File: config.mk
export PLATFORM = sky130hd
export DESIGN_NAME = ycbcr2rgb_csc
export DESIGN_NICKNAME = d
export VERILOG_FILES = /design/src/rtl/ycbcr2rgb_csc.sv
export SDC_FILE = /design/constraint.sdc
export NUM_CORES = 1
export LEC_CHECK = 0
export BUFFER_PORTS_ARGS = -buffer_cell sky130_fd_sc_hd__buf_2
export CAP_MARGIN = 20
export CORE_ASPECT_RATIO = 0.9
export CORE_MARGIN = 3
export CORE_UTILIZATION = 30
export DETAILED_ROUTE_END_ITERATION = 7
export PLACE_DENSITY = 0.45
export SYNTH_ARGS = -nofsm -noshare
export SYNTH_HDL_FRONTEND = slang
export SYNTH_SLANG_ARGS = --single-unit
File: constraint.sdc
create_clock -name iClk -period 6 [get_ports iClk]
set_input_delay 0.3 -clock iClk [delete_from_list [all_inputs] [get_ports iClk]]
set_output_delay 0.3 -clock iClk [all_outputs]
set_load 0.1 [all_outputs]
File: src/rtl/ycbcr2rgb_csc.sv
// ycbcr2rgb_csc: three-stage YCbCr->RGB converter for BT.601/BT.709 in full or limited range,
// with a valid/ready handshake, whole-pipeline stall, round-to-nearest and saturation.
module ycbcr2rgb_csc #(
    parameter int unsigned DW   = 8,
    parameter int unsigned TW   = 3,
    parameter int unsigned FRAC = 12
) (
    input  logic          iClk,
    input  logic          iReset,
    input  logic          iValid,
    output logic          oReady,
    input  logic [1:0]    iMode,
    input  logic [DW-1:0] iY,
    input  logic [DW-1:0] iCb,
    input  logic [DW-1:0] iCr,
    input  logic [TW-1:0] iTags,
    output logic          oValid,
    input  logic          iReady,
    output logic [DW-1:0] oR,
    output logic [DW-1:0] oG,
    output logic [DW-1:0] oB,
    output logic [TW-1:0] oTags
);

    localparam int unsigned XW = DW + 2;    // signed offset-removed component
    localparam int unsigned CW = FRAC + 3;  // signed coefficient, all |c| < 4
    localparam int unsigned PW = XW + CW;   // full-width product
    localparam int unsigned SW = PW + 2;    // sum of three products plus rounding

    function automatic logic signed [CW-1:0] coef(input real c);
        return CW'($rtoi(c * real'(32'd1 << FRAC) + 0.5));
    endfunction

    localparam logic signed [CW-1:0] KY_FULL  = coef(1.000);
    localparam logic signed [CW-1:0] KY_LIM   = coef(1.164);
    localparam logic signed [CW-1:0] RCR_601F = coef(1.402);
    localparam logic signed [CW-1:0] GCB_601F = coef(0.344);
    localparam logic signed [CW-1:0] GCR_601F = coef(0.714);
    localparam logic signed [CW-1:0] BCB_601F = coef(1.772);
    localparam logic signed [CW-1:0] RCR_601L = coef(1.596);
    localparam logic signed [CW-1:0] GCB_601L = coef(0.392);
    localparam logic signed [CW-1:0] GCR_601L = coef(0.813);
    localparam logic signed [CW-1:0] BCB_601L = coef(2.017);
    localparam logic signed [CW-1:0] RCR_709F = coef(1.575);
    localparam logic signed [CW-1:0] GCB_709F = coef(0.187);
    localparam logic signed [CW-1:0] GCR_709F = coef(0.468);
    localparam logic signed [CW-1:0] BCB_709F = coef(1.856);
    localparam logic signed [CW-1:0] RCR_709L = coef(1.793);
    localparam logic signed [CW-1:0] GCB_709L = coef(0.213);
    localparam logic signed [CW-1:0] GCR_709L = coef(0.533);
    localparam logic signed [CW-1:0] BCB_709L = coef(2.112);

    localparam logic signed [XW-1:0] LIM_OFS = XW'(16 << (DW - 8));
    localparam logic signed [XW-1:0] MID     = XW'(1 << (DW - 1));
    localparam logic signed [SW-1:0] RND     = SW'(1 << (FRAC - 1));

    // Drop the fraction bits and clamp into [0, 2^DW-1].
    function automatic logic [DW-1:0] sat(input logic signed [SW-1:0] v);
        logic signed [SW-1:0] s;
        s = v >>> FRAC;
        if (s[SW-1])
            return '0;
        else if (|s[SW-2:DW])
            return '1;
        else
            return s[DW-1:0];
    endfunction

    logic                 ce;
    logic                 v1_q, v2_q, v3_q;
    logic [1:0]           mode_q;
    logic [TW-1:0]        tag1_q, tag2_q, tag3_q;
    logic signed [XW-1:0] y_ofs, y_d, cb_d, cr_d, y_q, cb_q, cr_q;
    logic signed [CW-1:0] ky, rcr, gcb, gcr, bcb;
    logic signed [PW-1:0] kyy_d, rcr_d, gcb_d, gcr_d, bcb_d;
    logic signed [PW-1:0] kyy_q, rcr_q, gcb_q, gcr_q, bcb_q;
    logic signed [SW-1:0] r_sum, g_sum, b_sum;
    logic [DW-1:0]        r_d, g_d, b_d, r_q, g_q, b_q;

    assign ce     = ~v3_q | iReady;
    assign oReady = ce;
    assign oValid = v3_q;
    assign oR     = r_q;
    assign oG     = g_q;
    assign oB     = b_q;
    assign oTags  = tag3_q;

    // S1: remove luma footroom (limited range only) and chroma midpoint.
    always_comb begin
        y_ofs = iMode[0] ? LIM_OFS : '0;
        y_d   = $signed({2'b00, iY}) - y_ofs;
        cb_d  = $signed({2'b00, iCb}) - MID;
        cr_d  = $signed({2'b00, iCr}) - MID;
    end

    // S2: coefficient set follows the mode registered with this beat.
    always_comb begin
        ky  = KY_FULL;
        rcr = RCR_601F;
        gcb = GCB_601F;
        gcr = GCR_601F;
        bcb = BCB_601F;
        case (mode_q)
            2'b01: begin
                ky = KY_LIM;  rcr = RCR_601L; gcb = GCB_601L; gcr = GCR_601L; bcb = BCB_601L;
            end
            2'b10: begin
                ky = KY_FULL; rcr = RCR_709F; gcb = GCB_709F; gcr = GCR_709F; bcb = BCB_709F;
            end
            2'b11: begin
                ky = KY_LIM;  rcr = RCR_709L; gcb = GCB_709L; gcr = GCR_709L; bcb = BCB_709L;
            end
            default: ;
        endcase
        kyy_d = PW'(ky)  * PW'(y_q);
        rcr_d = PW'(rcr) * PW'(cr_q);
        gcb_d = PW'(gcb) * PW'(cb_q);
        gcr_d = PW'(gcr) * PW'(cr_q);
        bcb_d = PW'(bcb) * PW'(cb_q);
    end

    // S3: matrix sums with round-to-nearest, then saturation.
    always_comb begin
        r_sum = SW'(kyy_q) + SW'(rcr_q) + RND;
        g_sum = SW'(kyy_q) - SW'(gcb_q) - SW'(gcr_q) + RND;
        b_sum = SW'(kyy_q) + SW'(bcb_q) + RND;
        r_d   = sat(r_sum);
        g_d   = sat(g_sum);
        b_d   = sat(b_sum);
    end

    // Every stage, bubbles included, moves only when ce is high.
    always_ff @(posedge iClk or posedge iReset) begin
        if (iReset) begin
            v1_q   <= 1'b0;
            v2_q   <= 1'b0;
            v3_q   <= 1'b0;
            mode_q <= '0;
            tag1_q <= '0;
            tag2_q <= '0;
            tag3_q <= '0;
            y_q    <= '0;
            cb_q   <= '0;
            cr_q   <= '0;
            kyy_q  <= '0;
            rcr_q  <= '0;
            gcb_q  <= '0;
            gcr_q  <= '0;
            bcb_q  <= '0;
            r_q    <= '0;
            g_q    <= '0;
            b_q    <= '0;
        end else if (ce) begin
            v1_q   <= iValid;
            mode_q <= iMode;
            tag1_q <= iTags;
            y_q    <= y_d;
            cb_q   <= cb_d;
            cr_q   <= cr_d;
            v2_q   <= v1_q;
            tag2_q <= tag1_q;
            kyy_q  <= kyy_d;
            rcr_q  <= rcr_d;
            gcb_q  <= gcb_d;
            gcr_q  <= gcr_d;
            bcb_q  <= bcb_d;
            v3_q   <= v2_q;
            tag3_q <= tag2_q;
            r_q    <= r_d;
            g_q    <= g_d;
            b_q    <= b_d;
        end
    end

endmodule
Word level (Yosys, flattened, before mapping). Cells that the tools add are included.

Bits in registers: 190. Input bits: 33. Output and inout bits: 29. Word-level logic and storage cells: 54.

$add $sub $neg: 10. $mul: 5. Equality and inequality tests: 3. Muxes and demuxes: 12. Bitwise logic cells: 2. Reduce and logical (&&, ||, !) cells: 4.

Operators by type and width (count): case mux 12 bit (3 select lines) (2); adder 26 x 13 -> 27 bit, second input constant (2); adder 25 x 25 -> 26 bit (2); 2-to-1 mux 8 bit (6); multiplier 14 x 9 -> 23 bit (2); case mux 14 bit (3 select lines) (1); case mux 11 bit (3 select lines) (1); adder 27 x 13 -> 27 bit, second input constant (1); subtractor 26 x 25 -> 27 bit (1); subtractor 25 x 25 -> 26 bit (1); multiplier 15 x 9 -> 24 bit (1); multiplier 13 x 9 -> 22 bit (1); multiplier 12 x 9 -> 21 bit (1); OR reduction 7 bit (3); subtractor 8 x 8 -> 9 bit, second input constant (2); 2-to-1 mux 10 bit (1); subtractor 8 x 5 -> 9 bit (1); 2-to-1 mux 5 bit (1); equality test 2 bit, second input constant (2); equality test 2 x 1 -> 1 bit, second input constant (1); OR reduction 2 bit (1); inverter 1 bit (1); bitwise OR 1 bit (1).

Logic depth before layout (Yosys ltp). Gate-level depths: netlist (run 1).

Depth after elaboration: 6. Depth in mapped cells: 27. Mapped depth without buffers: 24.

Worst setup path before layout (run 1). Ideal clock, no wire load.

Kind: reg-to-reg. Start: register mode_q[1]. End: register rcr_q[23]. Setup time: 0.129 ns. Arrival: 6.380 ns. Required time: 5.871 ns. Setup slack: -0.509 ns. Cell stages (with the launch flop): 26. Path buffers: 3. Clock period less this slack: 6.509 ns. Cell sequence: dfrtp_1 clkbuf_1 clkinv_1 ha_1 or2_2 clkbuf_1 clkbuf_1 nand2_1 inv_1 fa_1 fa_1 inv_1 fa_1 inv_1 fa_1 fa_1 ha_1 and3_1 a221o_1 o41ai_4 o21ai_1 o21a_1 a21bo_2 o31ai_2 xnor2_1 o21ai_1.

Cells in the longest elaborated chain, start to end: 3. Elaborated cells on any way between the ends: 5. Those cells by class: 1 x mul; 3 x eq/ne; 1 x mux.

RTL lines: from (decl) (RTL line 71) `logic [1:0] mode_q;`; from (signal assigned) (RTL line 155) `mode_q <= iMode;`; equality test 2 bit / equality test 2 x 1 -> 1 bit (equally long branches) (RTL line 103) `case (mode_q)`; case mux 12 bit (3 select lines) (*) (RTL line 103); multiplier 14 x 9 -> 23 bit (*) (RTL line 116) `rcr_d = PW'(rcr) * PW'(cr_q);`; to (signal assigned) (RTL line 163) `rcr_q <= rcr_d;`; to (decl) (RTL line 76) `logic signed [PW-1:0] kyy_q, rcr_q, gcb_q, gcr_q, bcb_q;`.

Every way passes the cells marked *; elsewhere a longest branch is shown, timed or not. A chain may end at the register's enable or synchronous reset.

Worst setup path after layout (run 1). Ends and elaborated chain as after synthesis.

==> results of run 1 <==
[Yosys cell counts (6+ instances only)]
library cell	instances	area, sq um
xnor2_1	49	429
a31oi_1	9	56.3
inv_1	475	1780
nor3_1	28	140
o31ai_1	8	60.1
or3_1	12	75.1
fa_1	310	6210
o21bai_1	15	113
a211oi_1	13	97.6
xor2_1	45	394
nand2b_1	44	275
o21ai_0	69	345
a21o_1	29	218
and3_1	12	75.1
a21oi_1	130	651
o21ai_1	10	50.1
nor4_1	6	37.5
a221o_1	10	100
nor2b_1	47	294
clkbuf_1	72	270
a32oi_1	8	70.1
nand3_1	26	130
o211ai_1	6	45.0
o21a_1	10	75.1
nand2_1	270	1010
ha_1	436	5460
nor2_1	123	462
and2_1	75	469
dfrtp_1	161	4030
nand4_1	7	43.8
[metal layers]
layer | global-route usage (%) | routed length [um]
met5 | 0 | 0
met4 | 3.98 | 1200
met3 | 2.90 | 2680
met2 | 28.2 | 32700
met1 | 22.2 | 31700
[flip-flops by register name (all words and copies together) (netlist names)]
signal / cells
bcb_q: 19
cb_q: 8
cr_q: 8
gcb_q: 21
gcr_q: 22
kyy_q: 18
mode_q: 2
oB: 8
oG: 8
oR: 8
oTags: 3
oValid: 1
rcr_q: 18
tag1_q: 3
tag2_q: 3
v1_q: 1
v2_q: 1
y_q: 9
[worst max-delay path by stage]
stage                     slack [ns]               endpoint  cells after the start                   from
final                           0.08  rcr_q[23]$_DFFE_PP0P_                     21  mode_q[1]$_DFFE_PP0P_
after global routing           -0.09  rcr_q[23]$_DFFE_PP0P_                     19  mode_q[1]$_DFFE_PP0P_
after CTS                       0.02  gcr_q[15]$_DFFE_PP0P_                     22  mode_q[1]$_DFFE_PP0P_
after detailed placement       -0.21  rcr_q[23]$_DFFE_PP0P_                     22  mode_q[0]$_DFFE_PP0P_
after global placement         -0.24  rcr_q[23]$_DFFE_PP0P_                     22  mode_q[1]$_DFFE_PP0P_
after floorplan                -0.03  rcr_q[23]$_DFFE_PP0P_                     25  mode_q[1]$_DFFE_PP0P_
[logic make-up (layout without fill, tap and decap cells)]
group	Yosys count	count (layout)	share of synthesized area, %
adders and majority gates	746	746	48.1
AOI/OAI and AO/OA	361	361	9.65
DFF	161	161	16.6
muxes	11	11	0.531
xor gates and xnor gates	94	94	3.39
other	1	2	0.0155
and+or+nand+nor	669	670	13.1
buffers and inverters	553	769	8.65
[cells in the final DEF (no fill, tap or decap), drive strengths merged, types with 7 or more instances in the layout]
master / count
a211oi: 14
a21o: 30
a21oi: 130
a221o: 10
a31oi: 9
a32oi: 8
and2: 75
and3: 12
buf: 238
clkbuf: 17
clkinv: 7
dfrtp: 161
dlygate4sd3: 22
fa: 310
ha: 436
inv: 482
nand2: 270
nand2b: 44
nand3: 26
nand4: 7
nor2: 123
nor2b: 47
nor3: 30
o211ai: 8
o21a: 10
o21ai: 80
o21bai: 15
o31ai: 9
or3: 12
xnor2: 49
xor2: 45
[area by class of cell]
class,count,area share [%]
clock inverter,14,0.454
tap,1050,4.68
timing repair buffer,260,6.75
inverter,478,6.46
multi-input combinational,1884,65.8
clock buffer,17,1.51
sequential,161,14.4
[through the flow]
step                      hold WS [ns]  setup TNS (ns)  setup WS [ns]  instances  cell area [sq um]
after floorplan                  0.385         -0.0276        -0.0276       2597              24300
after global routing            0.0376          -0.348        -0.0877       3864              28100
after global placement           0.446           -1.13         -0.244       3805              26900
after CTS                      0.00116               0         0.0159       3858              27700
final                           0.0454               0         0.0841       3864              28100
after detailed placement         0.455           -1.19         -0.209       3805              26900
[worst max-delay path, stage by stage (launching register included)]
cell,delay [ns]
dfrtp_1,0.45
clkinv_4,0.13
buf_6,0.16
ha_4,0.16
buf_6,0.14
nand2b_1,0.16
inv_1,0.20
fa_1,0.46
fa_1,0.59
fa_1,0.44
fa_1,0.46
ha_1,0.31
ha_1,0.31
and3_4,0.17
a221o_1,0.36
o41ai_4,0.34
o21ai_2,0.12
o21a_1,0.20
a21bo_2,0.25
o31ai_4,0.17
xnor2_1,0.14
o21ai_1,0.07
[repair_timing]
| item | 4_1_cts | 5_1_grt |
|---|---|---|
| buffers inserted | 0 | 5 |
| setup endpoints to repair | 24 | 34 |
| pin swaps | 6 | 36 |
| gates cloned | 0 | 1 |
| resized for setup | 12 | 72 |
| hold buffers | 22 | 0 |
| endpoints found under the hold margin | 87 | 0 |
==> impl_metrics.py, run 1 <==
metrics = {
    "outcome": {
        "status": "complete, no violations",
    },
    "global_route": {
        "antenna_found_initial": 0,
        "grt_pass1_vias": 19300,
        "grt_max_degree": 99,
        "grtUsageTotal_pct": 16.7,
        "grt_pass1_wl_mm": 108,
        "overflow": 0,
    },
    "placed_design": {
        "portBuffers": 61,
        "place.gp.congestion": 0.894,
        "dpl.hpwl_mm": 57.5,
    },
    "setup_path": {
        "crit_path_end_kind": "register",
        "rrSetupSlack_ns": 0.08,
        "cp-start-kind": "register",
        "cp_max_fo": 9,
        "timing.rr.start": "mode_q[1]$_DFFE_PP0P_",
        "reg2regPathDepth": 21,
        "crit_required_ns": 6.36,
        "worstReg2RegEnd": "rcr_q[23]$_DFFE_PP0P_",
        "cp_data_arrival_time_ns": 6.27,
        "path_class": "register to register",
    },
    "sta": {
        "hold_viol": 0,
        "period_share_pct": 98.6,
        "fin_skew_ns": 0.0182,
        "slew_violations": 0,
        "rsz0062_at_grt": "true",
        "min_period_ns": 5.92,
        "worst_pin_slew_ns": 0.905,
        "max_slew_margin_pct": 39.7,
        "timing.fmax_mhz": 169,
        "setup_viol": 0,
    },
    "drt": {
        "ant_nets": 0,
        "drt-total-wl_mm": 68.3,
        "wl_per_cell_um": 17.7,
        "dr.pass1.iters": 5,
        "drc_errors": 0,
        "detailroute.via_count": 18200,
        "drt_first_iter_violations": 858,
        "viasPerCell": 4.70,
    },
    "die": {
        "die-width_um": 306,
        "io_pins": 62,
        "die-area_sq_um": 84300,
        "rows": 98,
        "die_h_um": 276,
        "start_util_pct": 30.4,
        "fp.coreArea_sq_um": 79800,
    },
    "cts": {
        "clock_latency_ns": 0.50,
        "numCtsBuffers": 17,
        "clkSinkCount": 161,
        "cts_root_buffer": "clkbuf_16",
        "h-tree-depth": 4,
        "tritoncts": "yes",
        "clk_pin_slew_ns": 0.08,
        "clk_path_buf_depth": 2,
    },
    "hold_path": {
        "hp-class": "input pin to register",
        "min_from": "iY[1]",
        "hold_end": "y_q[1]$_DFFE_PP0P_",
        "hold_path_depth": 3,
    },
    "synthesis": {
        "synth_ff_type": "dfrtp_1",
        "ys_warn_count": 0,
        "yosysUniqueCellTypes": 76,
        "synth-seq-cells": 161,
        "async_flop_share_pct": 100,
        "seq_area_frac_synth_pct": 16.6,
        "syn_area_per_cell_sq_um": 9.34,
        "synth_cells": 2596,
        "synth_edf_count": 0,
        "synth_area_sq_um": 24300,
    },
    "final_layout": {
        "nets": 3581,
        "n_antenna_cell": 0,
        "multi_input_comb_area_sq_um": 18500,
        "fin_util_pct": 35.2,
        "ff_latch_area_sq_um": 4030,
        "drive_gt1_share_pct": 12.8,
        "nFillCells": 8202,
        "area_growth_pct": 15.8,
    },
    "run": {
        "drv_cap": 0,
    },
}
Power of run 1 is left out: the tool's default activity adds up to more than one toggle a clock period on the data nets, which glitch-free logic cannot reach.
==> run 2, diff against run 1 <==
--- a/config.mk
+++ b/config.mk
@@ -10,8 +10,10 @@
 export CORE_ASPECT_RATIO = 0.9
 export CORE_MARGIN = 3
 export CORE_UTILIZATION = 30
+export CTS_BUF_LIST = sky130_fd_sc_hd__clkbuf_4
 export DETAILED_ROUTE_END_ITERATION = 7
 export PLACE_DENSITY = 0.45
+export REMOVE_ABC_BUFFERS = 1
 export SYNTH_ARGS = -nofsm -noshare
 export SYNTH_HDL_FRONTEND = slang
 export SYNTH_SLANG_ARGS = --single-unit
==> run 2 against run 1 <==
Clock-buffer cell count rose by 2. First-iteration DRC count rose by 13%. Worst setup slack better by 0.064 ns. Global-route usage grew 0.58 points. Register-to-register slack better by 0.06 ns. Non-clock buffer count increased by 26. Core utilization about the same. Via count up 0.35%. Critical path type unchanged. Cell count is 0.91% higher. Sequential share of layout area about the same. Fmax rose by 1.1%.
==> impl_metrics.py, run 2 (synthesis results as in run 1) <==
metrics = {
    "final_layout": {
        "layout_common_cells": "inv_1 (466), ha_1 (426), fa_1 (305)",
        "multi_input_comb_area_sq_um": 18400,
        "area_growth_pct": 15.7,
        "max_flop_register": "gcr_q",
        "nFillCells": 8210,
        "largest_reg_flops": 22,
        "layout_commonest_cell": "inv_1",
        "ff_latch_area_sq_um": 4030,
        "drive_gt1_share_pct": 13.6,
        "top_regs": "gcr_q (22), gcb_q (21), bcb_q (19)",
        "nets": 3606,
    },
    "drt": {
        "drc_errors": 0,
        "drt_first_iter_violations": 968,
        "dr.pass1.iters": 5,
        "ant_nets": 0,
        "viasPerCell": 4.67,
        "drt-total-wl_mm": 71.1,
        "detailroute.via_count": 18200,
        "wl_per_cell_um": 18.2,
    },
    "global_route": {
        "grt_pass1_vias": 19400,
        "grt_max_degree": 128,
        "overflow": 0,
        "busiest_layer": "met2",
        "met3_usage_pct": 3.45,
        "grt_use_met2_pct": 28.3,
        "grt_pass1_wl_mm": 110,
        "antenna_found_initial": 4,
        "use_met1_pct": 23.6,
        "grtUsageTotal_pct": 17.2,
    },
    "die": {
        "io_pins": 62,
        "die-width_um": 306,
        "fp.coreArea_sq_um": 79800,
        "die-area_sq_um": 84300,
        "start_util_pct": 30.4,
        "die_h_um": 276,
        "rows": 98,
    },
    "setup_path": {
        "cp_data_arrival_time_ns": 6.49,
        "cp-start-kind": "register",
        "crit_chain": "buf_6, ha_1, or2_4, and2_4, fa_1, fa_1, fa_1, fa_1, fa_1, ha_4, and3_1, a221o_1, o41ai_4, o21ai_2, o21a_1, a21bo_2, o31ai_2, xnor2_1, o21ai_1",
        "worstReg2RegEnd": "rcr_q[23]$_DFFE_PP0P_",
        "cpMostUsedCell": "fa_1",
        "rrSetupSlack_ns": 0.15,
        "path_class": "register to register",
        "crit_buf_inv": 1,
        "timing.rr.start": "mode_q[1]$_DFFE_PP0P_",
        "cp_slowest_stage_delay_ns": 0.53,
        "reg2regPathDepth": 19,
        "crit_family": "adder cells",
        "cp_slowest_cell": "fa_1",
        "crit_path_end_kind": "register",
        "crit_required_ns": 6.64,
        "cp_max_fo": 12,
        "cp-startpoint": "mode_q[1]$_DFFE_PP0P_",
    },
    "sta": {
        "worst_pin_slew_ns": 0.915,
        "fin_tns_setup_ns": 0,
        "max_slew_margin_pct": 39.0,
        "fin_skew_ns": 0.0512,
        "slew_violations": 0,
        "fin_hold_ws_ns": 0.106,
        "period_share_pct": 97.5,
        "min_period_ns": 5.85,
        "rsz0062_at_grt": "true",
        "timing.fmax_mhz": 171,
        "setup_viol": 0,
        "hold_viol": 0,
    },
    "cts": {
        "tritoncts": "yes",
        "clock_latency_ns": 0.79,
        "clk_pin_slew_ns": 0.19,
        "h-tree-depth": 4,
        "clkSinkCount": 161,
        "cts_root_buffer": "clkbuf_4",
        "clk_path_buf_depth": 2,
        "numCtsBuffers": 17,
    },
    "hold_path": {
        "hp-class": "input pin to register",
        "min_from": "iReady",
        "hold_end": "v1_q$_DFFE_PP0P_",
        "hold_path_depth": 5,
    },
    "outcome": {
        "status": "complete, no violations",
    },
    "run": {
        "drv_cap": 0,
    },
    "placed_design": {
        "portBuffers": 61,
        "dpl.hpwl_mm": 59.2,
        "place.gp.congestion": 0.895,
    },
}
run 2: routing by layer:
metal  routed length, um  vias up
met5                  13        -
met4                1160        2
met3                3010       57
met2               33300      237
met1               33600     9081
li1                    -     8847
run 2: final cells by class:
class / count / area share [%]
Multi-Input combinational cell: 1883 / 65.7
Clock inverter: 13 / 0.629
Antenna cell: 9 / 0.0803
Inverter: 478 / 6.45
Sequential cell: 161 / 14.4
Tap cell: 1050 / 4.68
Timing Repair Buffer: 286 / 7.62
Clock buffer: 19 / 0.508
run 2: worst register-to-register path: cells and delay by family (launching register included):
kind	cells	cell delay, ns
compound gates	7	1.41
fa+ha+maj	7	2.85
buf+inv	1	0.17
xor+xnor	1	0.15
simple gates	3	0.64
flops	1	0.48
run 2: through the flow:
step	instances	utilization [%]	instance area, sq um	worst slack (ns)
floorplan	2522	-	24000	-3.58
global placement	3817	33.8	27000	-0.121
detailed placement	3817	33.8	27000	-0.215
CTS	3885	34.7	27700	0.00751
global route	3899	35.2	28100	-0.0410
finish	3899	35.2	28100	0.148
run 2: what timing repair did:
| item | 4_1_cts | 5_1_grt |
|---|---|---|
| pin swaps | 11 | 34 |
| hold endpoints to repair | 143 | 0 |
| endpoints found under the setup margin | 27 | 35 |
| setup buffers | 2 | 5 |
| hold buffers | 34 | 0 |
| gates resized for setup | 14 | 84 |
run 2: how the worst max path moves through the flow:
stage | end | slack (ns) | cells past startpoint
after CTS | bcb_q[22]$_DFFE_PP0P_ | 0.008 | 24
after detailed placement | bcb_q[21]$_DFFE_PP0P_ | -0.22 | 24
final | rcr_q[23]$_DFFE_PP0P_ | 0.15 | 19
after global routing | gcr_q[23]$_DFFE_PP0P_ | -0.04 | 21
after global placement | bcb_q[23]$_DFFE_PP0P_ | -0.12 | 21
after floorplan | bcb_q[23]$_DFFE_PP0P_ | -3.58 | 5
Power of run 2 is left out for the same reason.
